`src/rtl/vmicro16_hazard_ctrl.sv`:
```
`default_nettype none
// ============================================================================
//  Module   : vmicro16_hazard_ctrl
//  Brief    : Pipeline stall/flush/bubble controller with HALT wait state,
//             MEM-wait watchdog and saturating stall-cycle counter.
//  Revision : 1.0
// ============================================================================
module vmicro16_hazard_ctrl #(
  parameter int MEM_TIMEOUT = 255,
  parameter int STALL_CNT_W = 16
) (
  input  logic                   clk,
  input  logic                   reset,
  input  logic                   ifid_valid,
  input  logic [2:0]             ifid_rs1,
  input  logic [2:0]             ifid_rs2,
  input  logic                   ifid_uses_rs1,
  input  logic                   ifid_uses_rs2,
  input  logic                   idex_valid,
  input  logic [2:0]             idex_rd,
  input  logic                   idex_has_we,
  input  logic                   idex_has_mem,
  input  logic                   idex_has_mem_we,
  input  logic                   idex_halt,
  input  logic                   exme_br_taken,
  input  logic                   mem_start,
  input  logic                   mem_ack,
  input  logic                   resume,
  output logic                   stall,
  output logic                   bubble,
  output logic                   jmping,
  output logic                   halted,
  output logic                   mem_timeout,
  output logic [STALL_CNT_W-1:0] stall_count
);

  localparam int c_WAIT_W = (MEM_TIMEOUT < 2) ? 1 : $clog2(MEM_TIMEOUT + 1);
  localparam logic [c_WAIT_W-1:0]    c_TIMEOUT    = c_WAIT_W'(MEM_TIMEOUT);
  localparam logic [STALL_CNT_W-1:0] c_CNT_MAX    = '1;
  localparam logic                   c_TIMEOUT_EN = (MEM_TIMEOUT != 0);

  typedef enum logic [1:0] {
    ST_RUN      = 2'd0,
    ST_MEM_WAIT = 2'd1,
    ST_HALTED   = 2'd2
  } state_t;

  state_t                   r_state;
  state_t                   w_next_state;
  logic [c_WAIT_W-1:0]      r_wait_cnt;
  logic [STALL_CNT_W-1:0]   r_stall_count;
  logic                     r_halted;
  logic                     r_mem_timeout;

  logic w_lu;
  logic w_stall;
  logic w_bubble;
  logic w_jmping;
  logic w_wait_load;
  logic w_wait_inc;
  logic w_set_timeout;

  // Load-use: a load in EX whose destination feeds a source read in ID.
  assign w_lu = ifid_valid & idex_valid & idex_has_mem & ~idex_has_mem_we & idex_has_we &
                ((ifid_uses_rs1 & (ifid_rs1 == idex_rd)) |
                 (ifid_uses_rs2 & (ifid_rs2 == idex_rd)));

  always_comb begin
    w_next_state  = r_state;
    w_stall       = 1'b0;
    w_bubble      = 1'b0;
    w_jmping      = 1'b0;
    w_wait_load   = 1'b0;
    w_wait_inc    = 1'b0;
    w_set_timeout = 1'b0;
    case (r_state)
      ST_RUN: begin
        if (mem_start & ~mem_ack) begin
          w_stall      = 1'b1;
          w_wait_load  = 1'b1;
          w_next_state = ST_MEM_WAIT;
        end else if (exme_br_taken) begin
          w_jmping = 1'b1;
        end else if (idex_valid & idex_halt) begin
          w_stall      = 1'b1;
          w_next_state = ST_HALTED;
        end else if (w_lu) begin
          w_stall  = 1'b1;
          w_bubble = 1'b1;
        end
      end
      ST_MEM_WAIT: begin
        // EX is frozen here, so branch/halt/load-use are re-seen once back in RUN.
        if (mem_ack) begin
          w_next_state = ST_RUN;
        end else if (c_TIMEOUT_EN && (r_wait_cnt == c_TIMEOUT)) begin
          w_set_timeout = 1'b1;
          w_next_state  = ST_RUN;
        end else begin
          w_stall    = 1'b1;
          w_wait_inc = 1'b1;
        end
      end
      ST_HALTED: begin
        if (resume) begin
          w_next_state = ST_RUN;
        end else begin
          w_stall = 1'b1;
        end
      end
      default: begin
        w_next_state = ST_RUN;
      end
    endcase
  end

  always_ff @(posedge clk or posedge reset) begin
    if (reset) begin
      r_state       <= ST_RUN;
      r_wait_cnt    <= '0;
      r_stall_count <= '0;
      r_halted      <= 1'b0;
      r_mem_timeout <= 1'b0;
    end else begin
      r_state  <= w_next_state;
      r_halted <= (w_next_state == ST_HALTED);
      if (w_set_timeout) begin
        r_mem_timeout <= 1'b1;
      end
      if (w_wait_load) begin
        r_wait_cnt <= c_WAIT_W'(1);
      end else if (w_wait_inc) begin
        r_wait_cnt <= r_wait_cnt + c_WAIT_W'(1);
      end
      if (w_stall && (r_stall_count != c_CNT_MAX)) begin
        r_stall_count <= r_stall_count + STALL_CNT_W'(1);
      end
    end
  end

  // Combinational controls are held low for the whole of reset.
  assign stall       = w_stall  & ~reset;
  assign bubble      = w_bubble & ~reset;
  assign jmping      = w_jmping & ~reset;
  assign halted      = r_halted;
  assign mem_timeout = r_mem_timeout;
  assign stall_count = r_stall_count;

endmodule
`default_nettype wire

```
`config.mk`:
```
export PLATFORM = sky130hd
export DESIGN_NAME = vmicro16_hazard_ctrl
export DESIGN_NICKNAME = d
export VERILOG_FILES = /design/src/rtl/vmicro16_hazard_ctrl.sv
export SDC_FILE = /design/constraint.sdc
export NUM_CORES = 1
export LEC_CHECK = 0
export CAP_MARGIN = 20
export CELL_PAD_IN_SITES_DETAIL_PLACEMENT = 1
export CELL_PAD_IN_SITES_GLOBAL_PLACEMENT = 1
export CORE_MARGIN = 3
export CORE_UTILIZATION = 32
export CTS_CLUSTER_DIAMETER = 50
export DETAILED_ROUTE_END_ITERATION = 8
export HOLD_SLACK_MARGIN = 0.15
export PLACE_DENSITY_LB_ADDON = 0.05
export SLEW_MARGIN = 20
export SYNTH_ARGS = -nofsm -noshare
export SYNTH_HDL_FRONTEND = slang
export SYNTH_SLANG_ARGS = --single-unit
```
`constraint.sdc`:
```
create_clock -name clk -period 2.12 [get_ports clk]
set_input_delay 0.53 -clock clk [delete_from_list [all_inputs] [get_ports clk]]
set_output_delay 0.53 -clock clk [all_outputs]
set_load 0.05 [all_outputs]
```
==> flow_results.org, run 1 <==
** Status
- The run finished, with violations left.
- The final reports fail on setup timing.

** Cells and area
- Number of standard cells in the layout, taps in and fillers out :: 265
- Compared with the post-synthesis result, the final layout area differs by 59.9%.
- Final layout net count :: 239
- Diode count :: 0
- Multi-input gate area :: 922 sq um
- The sequential cells in the finished layout cover a total of 701 sq um.
- The post-route netlist has 39.0% of its cells at a drive strength greater than 1.
- FILL cells :: 495
- After routing the design area is 2350 sq um.

** Power
- The analysis attributes to cell leakage a power of 0.00114 uW.
- IR drop worst, VDD :: 0.672 mV
- Total design power :: 1900 uW
- Ratio of total power to cell area :: 807 nW/um^2

** Clocking
- Cell chosen for the clock root :: sky130_fd_sc_hd__clkbuf_8
- After clock tree synthesis, the clock-pin slew on the worst setup and hold paths is 0.09 ns.
- Clock Latency Late Sink :: 0.28 ns
- CTS built an H-tree with a depth of 1.
- CTS saw 28 sinks.
- TritonCTS built the clock tree.
- TritonCTS created 3 clock buffers.
- For this design, the CTS-stage hold fixing added 0 buffers.
- In this run the deepest clock path goes through 2 buffers.

** Setup path
- Crit path DAT :: 1.81 ns
- Data on the critical path is required at its endpoint by 1.59 ns.
- Worst setup EP type :: primary output
- Maximum net fanout on the critical path :: 2
- Startpoint type of the worst setup path :: input pin
- Worst setup path class :: in2out
- Across all register-to-register paths, the minimum setup slack is 0.11 ns.

** Yosys
- The synthesized netlist occupies a cell area of 1470 sq um.
- Post-synth top area cell :: sky130_fd_sc_hd__dfrtp_1
- A synthesized cell averages 10.2 sq um.
- Instance count of the mapped netlist :: 145
- Counting flops and latches in the post-synthesis netlist gives 28.
- Mapped Nets :: 170
- Share of the yosys chip area belonging to registers :: 47.6%
- Area share of the largest cell type after synthesis :: 47.6%
- Share of synthesized registers carrying an async set or reset :: 100%
- In this run, synthesis inferred 0 flip-flops with an integrated enable.
- The most common cell in the synthesized netlist is sky130_fd_sc_hd__dfrtp_1.
- Number of distinct standard cells referenced by the synthesized netlist :: 35
- In the synthesized netlist the dominant register cell turns out to be sky130_fd_sc_hd__dfrtp_1.
- The Yosys step of the flow raised 0 warnings.
- Sorting the synthesized cells by area gives the leading types as sky130_fd_sc_hd__dfrtp_1, sky130_fd_sc_hd__xor2_1, sky130_fd_sc_hd__nor2_1.
- Most frequent cells after synthesis :: sky130_fd_sc_hd__dfrtp_1, sky130_fd_sc_hd__nor2_1, sky130_fd_sc_hd__xor2_1, sky130_fd_sc_hd__nand2_1, sky130_fd_sc_hd__nand4_1

** Global route
- Global-route wire length before repair :: 6400 um
- The initial antenna violation count came to 0.
- Maximum number of pins on one net before global-route repair :: 17
- In the global route stage, overall resource usage came out at 14.9%.
- Overflow left after global routing :: 0
- Vias in the first global route :: 1409

** STA
- Clk_skew :: 0.00683 ns
- After layout, the worst setup slack is -0.220 ns.
- RSZ-0062 raised after global routing :: true
- The max-slew violation count is 0.
- The worst pin sits at a relative slew slack of 65.8%.
- Clock period minus final worst setup slack :: 2.34 ns
- Dividing the final minimum period by the clock period gives 110%.
- Slew of the pin with the lowest slew margin :: 0.513 ns
- Setup violations remaining at the end of the flow were counted as 2.
- Final hold violation count :: 0
- Maximum operating frequency :: 427 MHz

** Floorplan
- Number of placed I/O pins :: 44
- Die boundary width :: 73.8 um
- In this run the standard cell core region covers 4410 sq um.
- The die covers 5450 sq um.
- Height of the chip :: 73.8 um
- The floorplan has 24 rows.
- The initial utilization of the core area, before any placement, comes to 33.4%.

** Detailed routing
- After the first detailed-routing iteration, the DRC count stood at 36.
- Routed vias/inst :: 4.97
- Pre-Repair DR Iteration Count :: 4
- Post-route DRC violation count :: 0
- In this run the remaining antenna-violating nets after routing total 0.
- Post-detailed-routing wire length :: 4000 um
- Across all layers, the routed design uses 1318 vias.
- Routed wire length per instance :: 15.1 um

** Placed design
- Number of placed instances with taps included :: 253
- Once placement finished, the instance area stood at 2120 sq um.
- Final GP Congestion :: 0.751
- Post-Place Worst Slack :: -0.616 ns
- # port buffers :: 43
- Post-DP HPWL :: 2810 um

** Job
- The tool flagged a number of max-cap violations equal to 0.

** Hold path
- Worst hold path class :: in2async
stage by stage:
step,utilization (%),hold slack (ns),setup TNS (ns)
floorplan,-,0.498,-0.127
global placement,48.0,0.460,-7.44
detailed placement,48.0,0.467,-8.66
CTS,51.3,0.490,-0.330
global route,53.3,0.505,-0.454
finish,53.3,0.478,-0.268
flip-flops by register name, indices dropped and copies added (netlist names):
| register | cells |
|---|---|
| r_state | 2 |
| halted | 1 |
| r_wait_cnt | 8 |
| mem_timeout | 1 |
| stall_count | 16 |
report_power, final:
group          total, uW  internal [uW]  switching (uW)
Clock                339            166             172
Combinational        818            335             483
Sequential           743            629             114
what timing repair did:
item | in CTS | in global routing
resized for setup | 69 | 21
gates cloned | 0 | 0
pin swaps | 21 | 13
buffers inserted | 6 | 4
endpoints found under the setup margin | 19 | 15
path summary, 6_finish.rpt:
kind,from,to,cells after the start
min reg2reg,mem_timeout$_DFFE_PP0P_,mem_timeout$_DFFE_PP0P_,1
max,idex_has_mem_we,stall,7
max in group asynchronous,reset,stall_count[5]$_DFFE_PP0P_,4
min,reset,halted$_DFF_PP0_,4
min in group clk,mem_timeout$_DFFE_PP0P_,mem_timeout$_DFFE_PP0P_,1
max reg2reg,r_wait_cnt[0]$_DFFE_PP0P_,stall_count[12]$_DFFE_PP0P_,9
cell families (layout without fill, tap and decap cells):
logic type / count (synthesis) / after routing / synth area share (%)
buf+inv: 5 / 73 / 1.61
mux: 3 / 3 / 2.21
simple gates: 72 / 72 / 25.7
flops: 28 / 28 / 47.6
xor+xnor: 27 / 27 / 16.1
fa+ha+maj: 2 / 2 / 1.70
compound gates: 8 / 8 / 5.18
final cells by class:
class / instances / share of cell area (%)
repair buffers: 66 / 25.5
well taps: 52 / 2.76
flip-flops and latches: 28 / 29.8
inverters: 3 / 0.478
clock buffers: 4 / 2.34
multi-input cells: 112 / 39.2
metal layers:
layer  vias up  wire (um)  track usage [%]
li1        639          -                -
met1       641       1720             18.3
met2        36       1990             25.8
met3         2        262             2.87
met4         0         29             4.83
met5         -          0                0
critical path, stage by stage:
cell,delay (ns)
sky130_fd_sc_hd__buf_6,0.09
sky130_fd_sc_hd__nand4b_1,0.16
sky130_fd_sc_hd__or3b_4,0.41
sky130_fd_sc_hd__a2111oi_4,0.28
sky130_fd_sc_hd__nor2_4,0.07
sky130_fd_sc_hd__nor2_4,0.13
sky130_fd_sc_hd__buf_12,0.14
cell usage in the layout, fill, tap and decap left out, types with 2 or more instances in the layout:
cell	count
sky130_fd_sc_hd__nand2_1	12
sky130_fd_sc_hd__buf_12	5
sky130_fd_sc_hd__xor2_1	19
sky130_fd_sc_hd__buf_4	30
sky130_fd_sc_hd__nor3_1	2
sky130_fd_sc_hd__nand4_1	10
sky130_fd_sc_hd__or3b_4	2
sky130_fd_sc_hd__clkdlybuf4s50_1	8
sky130_fd_sc_hd__and3_1	2
sky130_fd_sc_hd__dlymetal6s2s_1	4
sky130_fd_sc_hd__inv_1	3
sky130_fd_sc_hd__nand3_1	5
sky130_fd_sc_hd__clkbuf_8	4
sky130_fd_sc_hd__nor2_4	5
sky130_fd_sc_hd__dlygate4sd2_1	3
sky130_fd_sc_hd__ha_1	2
sky130_fd_sc_hd__or2_2	2
sky130_fd_sc_hd__clkbuf_2	2
sky130_fd_sc_hd__buf_6	3
sky130_fd_sc_hd__nor2_1	16
sky130_fd_sc_hd__buf_2	8
sky130_fd_sc_hd__nor3_2	2
sky130_fd_sc_hd__a21oi_1	2
sky130_fd_sc_hd__clkdlybuf4s15_1	2
sky130_fd_sc_hd__xnor2_1	3
sky130_fd_sc_hd__dfrtp_1	28
sky130_fd_sc_hd__xnor2_2	5
No activity file was read; power rests on OpenSTA's default activity.
==> run 2, diff against run 1 <==
CORE_MARGIN = 2   (was 3)
RECOVER_POWER = 25   (was unset)
==> flow_results.org, run 2 (synthesis results as in run 1) <==
** Status
- Result of the run :: finished, violations left
- Violated checks :: setup timing

** Setup path
- Critical path buffers and inverters :: 2
- Worst setup path class :: in2out
- Counting stages on the worst path, the most repeated cell is sky130_fd_sc_hd__nor2_4.
- Cell Chain, Critical Path :: buf_6, xnor2_1, nand4_1, a2111oi_4, nor2_4, nor2_4, buf_12
- The worst setup path is captured at a primary output.
- In this run the number of cells on the critical path is 7.
- The slowest stage of the critical path belongs to the cell sky130_fd_sc_hd__a2111oi_4.
- Crit path DAT :: 1.82 ns
- Measured in cells, the most critical reg-to-reg path has a length of 9.
- Dominant delay contributor by cell family on the critical path :: compound AO/OA/AOI/OAI gates
- Startpoint type of the worst setup path :: input pin
- Maximum net fanout on the critical path :: 2
- Data required time at the worst endpoint :: 1.59 ns
- CP max stage delay :: 0.48 ns

** Global route
- The number of global-route vias before repair was 1426.
- For this run the aggregate overflow at the end of global routing stands at 0.
- Global routing consumed, on the met1 layer, 19.1% of the routing resources.
- Global-route wire length before repair :: 6430 um
- Global Route met2 Usage :: 28.5%
- Global routing used 3.23% of the available met3 tracks.
- Busiest layer in global routing :: met2
- Maximum number of pins on one net before global-route repair :: 17
- Across every metal layer, demand over resource in global routing totals 15.7%.
- Antenna violations before repair :: 0

** STA
- Of the available clock period, the critical path in the final layout requires 111%.
- Across the routed clock network, the largest skew measured is 0.00613 ns.
- Slew of the pin with the lowest slew margin :: 0.894 ns
- Setup violations remaining at the end of the flow were counted as 2.
- Maximum operating frequency :: 425 MHz
- RSZ-0062 raised after global routing :: true
- Clock period minus final worst setup slack :: 2.35 ns
- Once routing completed, OpenROAD measured the worst setup slack at -0.232 ns.
- Final Slew Violations :: 0
- Max-slew headroom :: 40.4%
- The final number of hold-violating endpoints is 0.

** Cells and area
- FF+latch area :: 701 sq um
- The register with the most flip-flops in the layout has 16 of them.
- Area added between synthesis and finish :: 52.8%
- Fill cells in the final layout number 498.
- The repair_antennas step left the layout with diodes totalling 0.
- In the layout the commonest cells are sky130_fd_sc_hd__dfrtp_1, sky130_fd_sc_hd__buf_4, sky130_fd_sc_hd__xor2_1, sky130_fd_sc_hd__nor2_1, sky130_fd_sc_hd__nand2_1.
- Final layout net count :: 236
- In the final layout, the multi-input gates occupy 888 sq um.
- Ratio of cells with drive above 1 in the final layout :: 35.2%
- The library cell used most frequently in the layout, excluding fill and tap cells, is sky130_fd_sc_hd__dfrtp_1.

** Clocking
- Clock Latency Late Sink :: 0.27 ns
- Clock tree from TritonCTS :: done
- CTS Sinks :: 28
- After clock tree synthesis, the clock-pin slew on the worst setup and hold paths is 0.09 ns.
- Total clock buffers created by CTS :: 3
- Cell chosen for the clock root :: sky130_fd_sc_hd__clkbuf_8
- Maximum clock insertion buffer count :: 2
- Number of H-tree levels :: 1

** Detailed routing
- Across all layers, the routed design uses 1279 vias.
- Number of antenna-violating nets in the routed design :: 0
- In the routed layout, each cell is associated on average with a via count of 4.88.
- Post-route DRC violation count :: 0
- Number of violations reported at the end of detailed-routing iteration 0 :: 34
- Post-detailed-routing wire length :: 3840 um
- Dividing the detail-routed wire length by the instance count gives 14.6 um.
- The first TritonRoute pass finished after 4 iterations.

** Power
- Across the VDD grid, the largest voltage drop is 0.687 mV.
- Ratio of total power to cell area :: 829 nW/um^2
- Power comes to 1870 uW.
- Leak pwr :: 0.00106 uW

** Job
- Across the run, the number of max-cap violations was 0.

** Hold path
- Counting instances, the worst hold path has a depth of 1.
- The worst hold path belongs to the class reg2reg.

** Floorplan
- Once the floorplan was initialized, standard cells occupied 33.6% of the core.
- Number of placed I/O pins :: 44
- Die area :: 5160 sq um
- In this run the vertical extent of the chip is 71.8 um.
- Row generation in the floorplan step produced 24 rows.
- Floorplan core area :: 4380 sq um
- The floorplan step set the die width to 71.8 um.

** Placed design
- Post-Place Worst Slack :: -0.646 ns
- Post-DP HPWL :: 2860 um
- During placement, the flow inserted port buffers numbering 43.
- The congestion estimate from routability-driven global placement came to 0.817.
## run 2: cell types whose count changed in the layout (fill, tap and decap cells not counted), moves of 2 or more
cell / previous run / this run
sky130_fd_sc_hd__dlymetal6s2s_1: 4 / 0
sky130_fd_sc_hd__clkdlybuf4s50_1: 8 / 10
sky130_fd_sc_hd__buf_12: 5 / 3
sky130_fd_sc_hd__xnor2_2: 5 / 3
sky130_fd_sc_hd__dlygate4sd2_1: 3 / 5
sky130_fd_sc_hd__buf_4: 30 / 25
sky130_fd_sc_hd__nor2_4: 5 / 2
sky130_fd_sc_hd__xnor2_1: 3 / 5
sky130_fd_sc_hd__nor2_1: 16 / 19
sky130_fd_sc_hd__clkbuf_1: 0 / 2
sky130_fd_sc_hd__buf_6: 3 / 5
## run 2: worst paths after layout
kind / to / slack, ns / startpoint
setup / recovery: stall / -0.23 / idex_rd[1]
hold / removal: mem_timeout$_DFFE_PP0P_ / 0.49 / mem_timeout$_DFFE_PP0P_
setup reg to reg: stall_count[12]$_DFFE_PP0P_ / 0.12 / r_wait_cnt[1]$_DFFE_PP0P_
hold reg to reg: mem_timeout$_DFFE_PP0P_ / 0.49 / mem_timeout$_DFFE_PP0P_
max in group asynchronous: stall_count[5]$_DFFE_PP0P_ / 0.72 / reset
min in group asynchronous: stall_count[10]$_DFFE_PP0P_ / 0.76 / reset
## run 2: final cells by class
cell class | instances | share of cell area (%)
Multi-Input combinational cell | 112 | 39.5
Sequential cell | 28 | 31.1
Timing Repair Buffer | 63 | 23.6
Tap cell | 52 | 2.89
Clock buffer | 4 | 2.45
Inverter | 3 | 0.500
## run 2: worst reg2reg max path: stages (launching register included)
cell and delay (ns):
sky130_fd_sc_hd__dfrtp_1 0.41, sky130_fd_sc_hd__ha_1 0.21, sky130_fd_sc_hd__and3_4 0.21, sky130_fd_sc_hd__a31oi_4 0.16, sky130_fd_sc_hd__nand2b_4 0.17, sky130_fd_sc_hd__nor2_4 0.05, sky130_fd_sc_hd__buf_4 0.14, sky130_fd_sc_hd__buf_4 0.14
sky130_fd_sc_hd__nor2_2 0.10, sky130_fd_sc_hd__mux2_4 0.31
## run 2: metal layers
layer | share of wire (%) | vias up
met3 | 5.1 | 2
met5 | 0 | -
met4 | 0.60 | 0
li1 | - | 631
met2 | 49 | 34
met1 | 45 | 612
## run 2: where the power goes
group	internal, uW	switching [uW]
logic	323	472
clock network	166	164
registers	629	111
## run 2: stage by stage
step	hold slack (ns)	setup TNS (ns)	utilization, %	cells	area, sq um
detailed placement	0.474	-9.22	47.8	250	2090
floorplan	0.498	-0.127	-	145	1510
global placement	0.461	-7.70	47.8	250	2090
global route	0.515	-0.595	51.3	262	2250
finish	0.491	-0.300	51.3	262	2250
CTS	0.496	-0.348	49.5	258	2170
## run 2: what timing repair did
| action | in CTS | in global routing |
|---|---|---|
| hold buffers | 0 | 0 |
| pin swaps | 20 | 13 |
| resized for setup | 61 | 24 |
| setup endpoints to repair | 19 | 18 |
| cloned | 0 | 1 |
| setup buffers | 4 | 4 |
